**src/rtl/stopwatch_counter.sv**
```systemverilog
// MM:SS stopwatch core: BCD digits with pause/resume and field adjust.
// Second and adjust dividers are internal; the only timing input is clk.
module stopwatch_counter #(
    parameter int TICKS_PER_SEC = 100000000,
    parameter int ADJ_TICKS     = 50000000
) (
    input  logic       clk,
    input  logic       rst,
    input  logic       pause,
    input  logic       adj,
    input  logic       sel,
    output logic [3:0] min_tens,
    output logic [3:0] min_ones,
    output logic [3:0] sec_tens,
    output logic [3:0] sec_ones,
    output logic       running
);

    localparam int SW = (TICKS_PER_SEC > 1) ? $clog2(TICKS_PER_SEC) : 1;
    localparam int AW = (ADJ_TICKS > 1) ? $clog2(ADJ_TICKS) : 1;
    localparam logic [SW-1:0] SEC_LAST = SW'(TICKS_PER_SEC - 1);
    localparam logic [AW-1:0] ADJ_LAST = AW'(ADJ_TICKS - 1);

    typedef enum logic {
        RUN,
        PAUSED
    } state_t;

    state_t state, state_next;

    logic [SW-1:0] sec_div;
    logic [AW-1:0] adj_div;
    logic          sec_adv;
    logic          sec_tick;
    logic          adj_tick;

    logic [3:0] mt_n, mo_n, st_n, so_n;

    // Clamp a digit that has left its range back to zero.
    function automatic logic [3:0] clean(input logic [3:0] d,
                                         input logic [3:0] top);
        return (d > top) ? 4'd0 : d;
    endfunction

    // Two-digit BCD increment over 00..59, wrapping without carry out.
    function automatic logic [7:0] inc59(input logic [3:0] tens,
                                         input logic [3:0] ones);
        logic [3:0] t, o;
        t = tens;
        o = ones;
        if (o == 4'd9) begin
            o = 4'd0;
            t = (t == 4'd5) ? 4'd0 : t + 4'd1;
        end else begin
            o = o + 4'd1;
        end
        return {t, o};
    endfunction

    assign sec_adv  = (state == RUN) && !adj;
    assign sec_tick = sec_adv && (sec_div == SEC_LAST);
    assign adj_tick = adj && (adj_div == ADJ_LAST);
    assign running  = (state == RUN);

    // Run/pause state register.
    always_ff @(posedge clk) begin
        if (rst) state <= RUN;
        else     state <= state_next;
    end

    // A pause pulse toggles the state in any mode.
    always_comb begin
        state_next = state;
        if (pause) begin
            state_next = (state == RUN) ? PAUSED : RUN;
        end
    end

    // Second divider: counts only while running outside adjust mode.
    always_ff @(posedge clk) begin
        if (rst || !sec_adv || sec_tick) sec_div <= '0;
        else                             sec_div <= sec_div + 1'b1;
    end

    // Adjust divider: counts only while adj is held.
    always_ff @(posedge clk) begin
        if (rst || !adj || adj_tick) adj_div <= '0;
        else                         adj_div <= adj_div + 1'b1;
    end

    // Next digit values: ripple count on sec_tick, field bump on adj_tick.
    always_comb begin
        mt_n = clean(min_tens, 4'd5);
        mo_n = clean(min_ones, 4'd9);
        st_n = clean(sec_tens, 4'd5);
        so_n = clean(sec_ones, 4'd9);
        if (sec_tick) begin
            if (so_n == 4'd9) begin
                so_n = 4'd0;
                if (st_n == 4'd5) begin
                    st_n = 4'd0;
                    {mt_n, mo_n} = inc59(mt_n, mo_n);
                end else begin
                    st_n = st_n + 4'd1;
                end
            end else begin
                so_n = so_n + 4'd1;
            end
        end else if (adj_tick) begin
            if (sel) {st_n, so_n} = inc59(st_n, so_n);
            else     {mt_n, mo_n} = inc59(mt_n, mo_n);
        end
    end

    // Digit registers.
    always_ff @(posedge clk) begin
        if (rst) begin
            min_tens <= 4'd0;
            min_ones <= 4'd0;
            sec_tens <= 4'd0;
            sec_ones <= 4'd0;
        end else begin
            min_tens <= mt_n;
            min_ones <= mo_n;
            sec_tens <= st_n;
            sec_ones <= so_n;
        end
    end

endmodule

```
**config.mk**
```make
export PLATFORM = sky130hd
export DESIGN_NAME = stopwatch_counter
export DESIGN_NICKNAME = d
export VERILOG_FILES = /design/src/rtl/stopwatch_counter.sv
export SDC_FILE = /design/constraint.sdc
export NUM_CORES = 1
export LEC_CHECK = 0
export ABC_CLOCK_PERIOD_IN_PS = 2250
export BUFFER_PORTS_ARGS = -buffer_cell sky130_fd_sc_hd__buf_2
export CAP_MARGIN = 10
export CORE_MARGIN = 2
export CORE_UTILIZATION = 40
export DETAILED_ROUTE_END_ITERATION = 12
export SYNTH_ARGS = -nofsm -noshare
export SYNTH_HDL_FRONTEND = slang
export SYNTH_SLANG_ARGS = --single-unit
```
**constraint.sdc**
```tcl
create_clock -name clk -period 2.25 [get_ports clk]
set_clock_uncertainty 0.05 [all_clocks]
set_input_delay 0.45 -clock clk [delete_from_list [all_inputs] [get_ports clk]]
set_output_delay 0.45 -clock clk [all_outputs]
set_load 0.005 [all_outputs]
```
==> results.json, run 1 <==
{
  "synth_edf_count": 0,
  "routed_wl_um": 6697,
  "finalSetupViolations": 0,
  "first_pass_iters": 4,
  "slew_violations": 0,
  "pwr-share-comb": 0.031,
  "clock_sinks": 70,
  "grt_antenna_before_repair": 0,
  "fin_cells": 538,
  "finalSetupTns_ns": 0,
  "ys_seq_area_frac": 0.4193,
  "synthFlopType": "dfxtp_1",
  "grtUsageTotal": 0.1647,
  "cts-htree-levels": 3,
  "p_switching_w": 0.0005124,
  "hpwl_um": 4739,
  "clk_root_buffer_cell": "clkbuf_8",
  "finalCritPeriodShare": 0.9573,
  "worstSetupEndpointType": "flop",
  "whs_ns": 0.3000,
  "row_count": 33,
  "final_layout_size_suffix_gt1_frac": 0.1617,
  "yosys_register_bits": 70,
  "cts_made_buffers": 9,
  "cellInternalPower_w": 0.001704,
  "grt_setup_unrepaired": "false",
  "cts_buffer_depth": 2,
  "cpPeakStageDelay_ns": 0.53,
  "fin_nets": 435,
  "peakVddDrop_mv": 0.3716,
  "status": "finished, final reports clean",
  "antennaDiodeCount": 0,
  "overflow": 0,
  "synthToLayoutAreaGrowth_pct": 15.54,
  "maxCapViolations": 0,
  "critPathKind": "reg -> reg",
  "path_max_fanout": 5,
  "clkPwrFrac": 0.404,
  "final_util": 0.4723,
  "drcViolationCount": 0,
  "crit_chain": "ha_1, nand4_2, or2_1, or4_4, o22ai_2, mux2_1",
  "grt_pass1_vias": 2612,
  "hold_violations": 0,
  "power_frac_seq": 0.566,
  "wire_per_inst_um": 12.45,
  "finalCriticalPeriod_ns": 2.154,
  "ios": 22,
  "yosysUniqueCellTypes": 48,
  "pwr_density_cell_nw_per_um2": 573.9,
  "critPathSlowestCell": "or4_4",
  "drtIter0Drc": 79,
  "avgSynthCellArea_um2": 8.658,
  "hold_class": "in -> reg",
  "cts_tree": "done",
  "dieArea_um2": 9102,
  "portBuffers": 21,
  "yosysWarningCount": 0,
  "vias_per_cell": 5.074,
  "die_y_um": 95.41,
  "sw_frac_of_total": 0.2312,
  "final_antenna_net_count": 0,
  "clk_transition_reported_paths_ns": 0.07,
  "cp.arrival_ns": 2.34,
  "crit_required_ns": 2.43,
  "p_leak_nw": 1.343,
  "syn_area_um2": 3342,
  "placed_area_um2": 3684,
  "grt_pass1_wl_um": 11800,
  "startpoint_type": "flop",
  "fmax_ghz": 0.4643,
  "clock_latency_ns": 0.34,
  "vias": 2730,
  "synth_cells": 386,
  "grt_max_degree": 27,
  "place_congestion": 0.7990,
  "initial_utilization": 0.4088,
  "die_x_um": 95.41,
  "async_flop_share": 0,
  "final_cell_area_um2": 3861,
  "dp_cells": 522,
  "core_area_um2": 8175
}
-- cell usage after synthesis, types with 2 or more instances --
master     n  share of area
o22ai_2    2         0.0075
dfxtp_1   70           0.42
ha_1       2         0.0075
nor2_1    62          0.070
nor4bb_1   2         0.0060
nand2_1   34          0.038
and3_1    10          0.019
buf_2      5         0.0075
clkbuf_1   2         0.0022
or2_2      2         0.0037
o21ai_0    6         0.0090
nor2b_1    4         0.0075
and4_1     5          0.013
mux2i_1   10          0.030
or3_1      7          0.013
nor4_1     7          0.013
nor3_1    12          0.018
nand2b_1   2         0.0037
inv_1     11          0.012
xnor2_1   27          0.071
nor4b_1    7          0.018
and4_2     2         0.0060
a21oi_1    2         0.0030
nor3b_1    2         0.0045
o22ai_1    2         0.0037
buf_6      3          0.010
xor2_1    23          0.060
nand3_1   28          0.042
nand4_1   16          0.030
-- final cells by class --
class	instances	area (um^2)
clock buffer	13	148.9
fill	848	4314
tap	105	131.4
inverter	11	41.29
multi-input combinational	294	1829
timing repair buffer	42	287.8
clock inverter	3	20.02
sequential	70	1403
-- metal layers --
layer | track usage | up-vias | wire length, um
li1 | - | 1418 | -
met1 | 0.2185 | 1268 | 3380
met4 | 0.07381 | 0 | 65
met2 | 0.2570 | 36 | 3039
met3 | 0.03636 | 8 | 212
met5 | 0 | - | 0
-- power groups by stage --
| stage | Sequential [W] | Combinational (W) | Clock, W |
|---|---|---|---|
| after floorplan | 0.00128 | 0.0000378 | 0 |
| after global placement | 0.00128 | 0.0000685 | 0 |
| after detailed placement | 0.00128 | 0.0000684 | 0 |
| after CTS | 0.00125 | 0.0000686 | 0.000928 |
| after global routing | 0.00125 | 0.0000761 | 0.000970 |
| final | 0.00125 | 0.0000677 | 0.000895 |
-- sequential cells by signal (all words and copies together) (netlist names) --
| register | cells |
|---|---|
| adj_div | 26 |
| min_ones | 4 |
| min_tens | 4 |
| sec_div | 27 |
| sec_ones | 4 |
| sec_tens | 4 |
| state | 1 |
-- layout by cell type (no fill, tap or decap), drive strengths merged, types with 3 or more instances in the layout --
master,n
clkbuf,13
xnor2,27
buf,42
xor2,23
inv,11
nand4,17
dfxtp,70
or3,7
nor2,62
nor3,12
and4,7
nand2,35
nor2b,4
o22ai,4
mux2i,10
nor4,8
or2,3
and3,10
nand3,28
nor4b,7
o21ai,6
-- critical path, delay by kind of cell, from the launching register on --
kind,cells,cell delay (ns)
muxes,1,0.32
AOI/OAI and AO/OA,1,0.19
and+or+nand+nor,3,0.95
adders and majority gates,1,0.19
DFF,1,0.35
-- stage by stage --
stage               setup WS (ns)  power, W
global route              0.01463  0.002300
CTS                       0.06214  0.002249
floorplan                 0.03468  0.001318
detailed placement        0.06438  0.001350
finish                    0.09614  0.002216
global placement          0.06386  0.001350
-- kinds of logic (layout without fill, tap and decap cells) --
| logic type | Yosys count | after routing | share of synthesized area |
|---|---|---|---|
| flip-flops | 70 | 70 | 0.4193 |
| XOR/XNOR | 50 | 50 | 0.1310 |
| multiplexers | 12 | 12 | 0.03669 |
| AND/OR/NAND/NOR | 211 | 211 | 0.3298 |
| other | 1 | 2 | 0.001122 |
| adder cells (fa/ha/maj) | 2 | 2 | 0.007487 |
| AO/OA/AOI/OAI | 17 | 17 | 0.03782 |
| buffers and inverters | 23 | 69 | 0.03669 |
-- path summary, 6_finish.rpt --
check | from | endpoint | slack [ns] | depth (start not counted)
setup reg to reg | adj_div[1]$_SDFF_PP0_ | min_tens[0]$_SDFF_PP0_ | 0.1 | 6
hold reg to reg | adj_div[0]$_SDFF_PP0_ | adj_div[0]$_SDFF_PP0_ | 0.38 | 1
setup / recovery | adj_div[1]$_SDFF_PP0_ | min_tens[0]$_SDFF_PP0_ | 0.1 | 6
hold / removal | pause | state$_SDFFE_PP0P_ | 0.30 | 3
-- repair_timing --
| item | in CTS | in global routing |
|---|---|---|
| hold buffers | 0 | 0 |
| buffers inserted | 0 | 0 |
| setup endpoints to repair | 0 | 5 |
| gates resized for setup | 0 | 2 |
Power figures use the tool's default switching activity.
==> run 2: changes to the inputs <==
--- a/config.mk
+++ b/config.mk
@@ -9,7 +9,7 @@
 export BUFFER_PORTS_ARGS = -buffer_cell sky130_fd_sc_hd__buf_2
 export CAP_MARGIN = 10
 export CORE_MARGIN = 2
-export CORE_UTILIZATION = 40
+export CORE_UTILIZATION = 45
 export DETAILED_ROUTE_END_ITERATION = 12
 export SYNTH_ARGS = -nofsm -noshare
 export SYNTH_HDL_FRONTEND = slang
==> results.json, run 2 (synthesized netlist as in run 1, its figures left out) <==
{
  "p_total_w": 0.002285,
  "p_switching_w": 0.0004757,
  "initial_utilization": 0.4632,
  "die_x_um": 90.18,
  "critPathKind": "reg -> reg",
  "hold_class": "in -> reg",
  "hold_violations": 0,
  "overflow": 0,
  "cellInternalPower_w": 0.001809,
  "path_max_fanout": 5,
  "cts_tree": "done",
  "wire_per_inst_um": 12.45,
  "clock_latency_ns": 0.34,
  "cts_buffer_depth": 2,
  "largest_register_ffs": 27,
  "grtUsageTotal": 0.1726,
  "row_count": 31,
  "die_y_um": 90.18,
  "grt_max_degree": 27,
  "drtIter0Drc": 94,
  "drcViolationCount": 0,
  "cts_made_buffers": 9,
  "clk_transition_reported_paths_ns": 0.07,
  "fmax_ghz": 0.4615,
  "status": "finished, final reports clean",
  "slew_violations": 0,
  "pwr-share-comb": 0.027,
  "final_cell_mix": "69 x dfxtp_1, 62 x nor2_1, 34 x nand2_1, 28 x nand3_1, 27 x xnor2_1",
  "grt_antenna_before_repair": 0,
  "core_area_um2": 7214,
  "finalSetupViolations": 0,
  "clock_sinks": 70,
  "cts-htree-levels": 3,
  "finalCriticalPeriod_ns": 2.167,
  "regMostFlops": "sec_div",
  "reg2reg_from": "adj_div[1]$_SDFF_PP0_",
  "dieArea_um2": 8132,
  "vias": 2721,
  "finalCritPeriodShare": 0.9631,
  "cp.arrival_ns": 2.35,
  "final_layout_size_suffix_gt1_frac": 0.1694,
  "power_frac_seq": 0.549,
  "sw_frac_of_total": 0.2082,
  "grt_setup_unrepaired": "false",
  "final_antenna_net_count": 0,
  "fin_nets": 435,
  "vias_per_cell": 5.134,
  "p_leak_nw": 1.359,
  "startpoint_type": "flop",
  "cts_setup_buffers": 0,
  "peakVddDrop_mv": 0.4118,
  "antennaDiodeCount": 0,
  "routed_wl_um": 6597,
  "hpwl_um": 4537,
  "pwr_density_cell_nw_per_um2": 590.5,
  "grt_pass1_vias": 2497,
  "clk_root_buffer_cell": "clkbuf_8",
  "grt_pass1_wl_um": 11500,
  "whs_path_depth": 3,
  "maxCapViolations": 0,
  "hp-start": "pause",
  "r2r_cells": 6,
  "finalSetupTns_ns": 0,
  "largestRegisters": "sec_div x27, adj_div x26",
  "crit_required_ns": 2.43,
  "place_congestion": 0.7583,
  "worstSetupEndpointType": "flop",
  "ios": 22,
  "first_pass_iters": 4,
  "synthToLayoutAreaGrowth_pct": 15.80,
  "clkPwrFrac": 0.424,
  "portBuffers": 21,
  "layout.cells.most_common": "dfxtp_1",
  "whs_ns": 0.2973,
  "setup.worst_path.start": "adj_div[1]$_SDFF_PP0_"
}
## run 2: changes by cell type in the layout (fill, tap and decap cells not counted), sizes merged
cell | previous run | this run
clkbuf | 13 | 14
clkinv | 1 | 0
clkinvlp | 2 | 0
## run 2: power groups by stage
stage	combinational [W]	sequential, W	clock, W
2_1_floorplan	0.0000378	0.00128	0
3_3_place_gp	0.0000616	0.00128	0
3_5_place_dp	0.0000621	0.00128	0
4_1_cts	0.0000626	0.00125	0.00101
5_1_grt	0.0000708	0.00125	0.00106
6_report	0.0000616	0.00125	0.000970
## run 2: worst paths after layout
| path | slack [ns] | end |
|---|---|---|
| hold reg to reg | 0.39 | adj_div[0]$_SDFF_PP0_ |
| setup / recovery | 0.08 | min_tens[0]$_SDFF_PP0_ |
| setup reg to reg | 0.08 | min_tens[0]$_SDFF_PP0_ |
| hold / removal | 0.30 | state$_SDFFE_PP0P_ |
## run 2: stage by stage
step,instances,utilization,instance area (um^2),setup WS [ns]
6_report,530,0.5364,3870,0.08301
2_1_floorplan,387,-,3346,0.03468
3_5_place_dp,516,0.5078,3664,0.06985
3_3_place_gp,516,0.5078,3664,0.07196
5_1_grt,530,0.5364,3870,0.02499
4_1_cts,530,0.5345,3856,0.04522
## run 2: layout make-up
cell class | count | area (um^2)
clock buffers | 14 | 192.7
fillers | 711 | 3344
inverters | 11 | 41.29
multi-input cells | 294 | 1834
flip-flops and latches | 70 | 1403
well taps | 99 | 123.9
repair buffers | 42 | 275.3
## run 2: critical path: stages, from the launching register on
cell,delay [ns]
dfxtp_1,0.36
ha_2,0.19
nand4_2,0.13
or2_4,0.28
or4_4,0.54
o22ai_2,0.19
mux2_1,0.33
## run 2: repair_timing
| item | in CTS | in global routing |
|---|---|---|
| endpoints found under the setup margin | 0 | 3 |
| resized for setup | 0 | 4 |
| hold buffers | 0 | 0 |
## run 2: layer usage
metal  vias to the layer above  routed length [um]  global-route usage
met5                         -                   0                   0
met4                         0                  74             0.05385
met3                         8                 231             0.05448
met2                        30                3128              0.2719
met1                      1260                3163              0.2262
li1                       1423                   -                   -
==> run 3: changes to the inputs <==
--- a/config.mk
+++ b/config.mk
@@ -10,7 +10,9 @@
 export CAP_MARGIN = 10
 export CORE_MARGIN = 2
 export CORE_UTILIZATION = 45
+export CTS_CLUSTER_SIZE = 24
 export DETAILED_ROUTE_END_ITERATION = 12
+export REMOVE_ABC_BUFFERS = 1
 export SYNTH_ARGS = -nofsm -noshare
 export SYNTH_HDL_FRONTEND = slang
 export SYNTH_SLANG_ARGS = --single-unit
==> results.json, run 3 (synthesized netlist as in run 1, its figures left out) <==
{
  "grtUsageTotal": 0.1739,
  "antennaDiodeCount": 0,
  "die_x_um": 90.18,
  "fin_nets": 435,
  "dp_cells": 516,
  "drtIter0Drc": 116,
  "final_cell_mix": "68 x dfxtp_1, 62 x nor2_1, 34 x nand2_1, 28 x nand3_1, 27 x xnor2_1",
  "fin_ws_ns": 0.1188,
  "final_layout_size_suffix_gt1_frac": 0.1620,
  "nFillCells": 739,
  "cts-htree-levels": 3,
  "clk_root_buffer_cell": "clkbuf_8",
  "synthToLayoutAreaGrowth_pct": 15.46,
  "slew_violations": 0,
  "p_total_w": 0.002192,
  "fin_cells": 531,
  "final_antenna_net_count": 0,
  "largest_register_ffs": 27,
  "finalCriticalPeriod_ns": 2.131,
  "largestRegisters": "sec_div x27, adj_div x26",
  "critPathKind": "reg -> reg",
  "pwr_density_cell_nw_per_um2": 568.1,
  "hold_violations": 0,
  "clock_sinks": 70,
  "p_leak_nw": 1.350,
  "peakVddDrop_mv": 0.4000,
  "cts_hold_buffers": 0,
  "worstSetupEndpointType": "flop",
  "maxCapViolations": 0,
  "cpPeakStageDelay_ns": 0.53,
  "overflow": 0,
  "fmax_ghz": 0.4692,
  "die_y_um": 90.18,
  "routed_wl_um": 6484,
  "finalCritPeriodShare": 0.9472,
  "dieArea_um2": 8132,
  "ios": 22,
  "cp.arrival_ns": 2.29,
  "whs_ns": 0.3116,
  "initial_utilization": 0.4632,
  "first_pass_iters": 4,
  "clk_transition_reported_paths_ns": 0.07,
  "pre_cts_ws_ns": 0.03302,
  "grt_max_degree": 27,
  "path_max_fanout": 5,
  "vias": 2723,
  "hpwl_um": 4669,
  "crit_chain": "ha_4, nand4_2, or2_1, or4_4, o22ai_2, mux2_1",
  "finalSetupViolations": 0,
  "hold_class": "in -> reg",
  "wire_per_inst_um": 12.21,
  "core_area_um2": 7214,
  "clock_latency_ns": 0.33,
  "portBuffers": 21,
  "critPathSlowestCell": "or4_4",
  "regMostFlops": "sec_div",
  "vias_per_cell": 5.128,
  "startpoint_type": "flop",
  "crit_required_ns": 2.41,
  "grt_setup_unrepaired": "false",
  "grt_pass1_vias": 2538,
  "finalSetupTns_ns": 0,
  "drcViolationCount": 0,
  "row_count": 31,
  "cts_made_buffers": 9,
  "status": "finished, final reports clean",
  "layout.cells.most_common": "dfxtp_1",
  "place_congestion": 0.8368,
  "cts_tree": "done",
  "grt_antenna_before_repair": 0,
  "cts_buffer_depth": 2,
  "grt_pass1_wl_um": 11670
}
run 3: cell count changes in the layout (fill, tap and decap cells not counted), sizes merged:
cell | before | now
clkinv | 0 | 1
run 3: cell type report:
class / count / area [um^2] / area share
Inverter: 11 / 41.29 / 0.01070
Clock buffer: 14 / 162.7 / 0.04215
Tap cell: 99 / 123.9 / 0.03210
Timing Repair Buffer: 42 / 287.8 / 0.07458
Clock inverter: 1 / 5.005 / 0.001297
Multi-Input combinational cell: 294 / 1834 / 0.4754
Sequential cell: 70 / 1404 / 0.3638
run 3: repair_timing:
action,in CTS,in global routing
gates resized for setup,0,4
endpoints found under the setup margin,0,8
buffers inserted,0,0
run 3: worst paths after layout:
kind | endpoint | slack, ns | start | cells past startpoint
setup / recovery | min_tens[0]$_SDFF_PP0_ | 0.12 | adj_div[0]$_SDFF_PP0_ | 6
hold / removal | state$_SDFFE_PP0P_ | 0.31 | pause | 3
setup reg to reg | min_tens[0]$_SDFF_PP0_ | 0.12 | adj_div[0]$_SDFF_PP0_ | 6
hold reg to reg | adj_div[0]$_SDFF_PP0_ | 0.40 | adj_div[0]$_SDFF_PP0_ | 1
run 3: stage by stage:
| stage | util | area (um^2) |
|---|---|---|
| after floorplan | - | 3264 |
| after global placement | 0.5095 | 3676 |
| after detailed placement | 0.5095 | 3676 |
| after CTS | 0.5328 | 3844 |
| after global routing | 0.5349 | 3859 |
| final | 0.5349 | 3859 |
run 3: metal layers:
| layer | track usage | routed length (um) | up-vias |
|---|---|---|---|
| met5 | 0 | 0 | - |
| met4 | 0.05385 | 70 | 0 |
| met3 | 0.04023 | 209 | 5 |
| met2 | 0.2650 | 2908 | 36 |
| met1 | 0.2450 | 3296 | 1257 |
| li1 | - | - | 1425 |
run 3: critical path: cells and delay by family (launching register included):
family	cells	cell delay (ns)
and+or+nand+nor	3	0.92
adders and majority gates	1	0.15
muxes	1	0.33
DFF	1	0.37
AOI/OAI and AO/OA	1	0.19
run 3: report_power, final:
group | internal, W | switching (W) | leakage (nW)
sequential | 0.00125 | 0.00000795 | 0.566
clock | 0.000454 | 0.000419 | 0.0865
combinational | 0.0000260 | 0.0000381 | 0.698
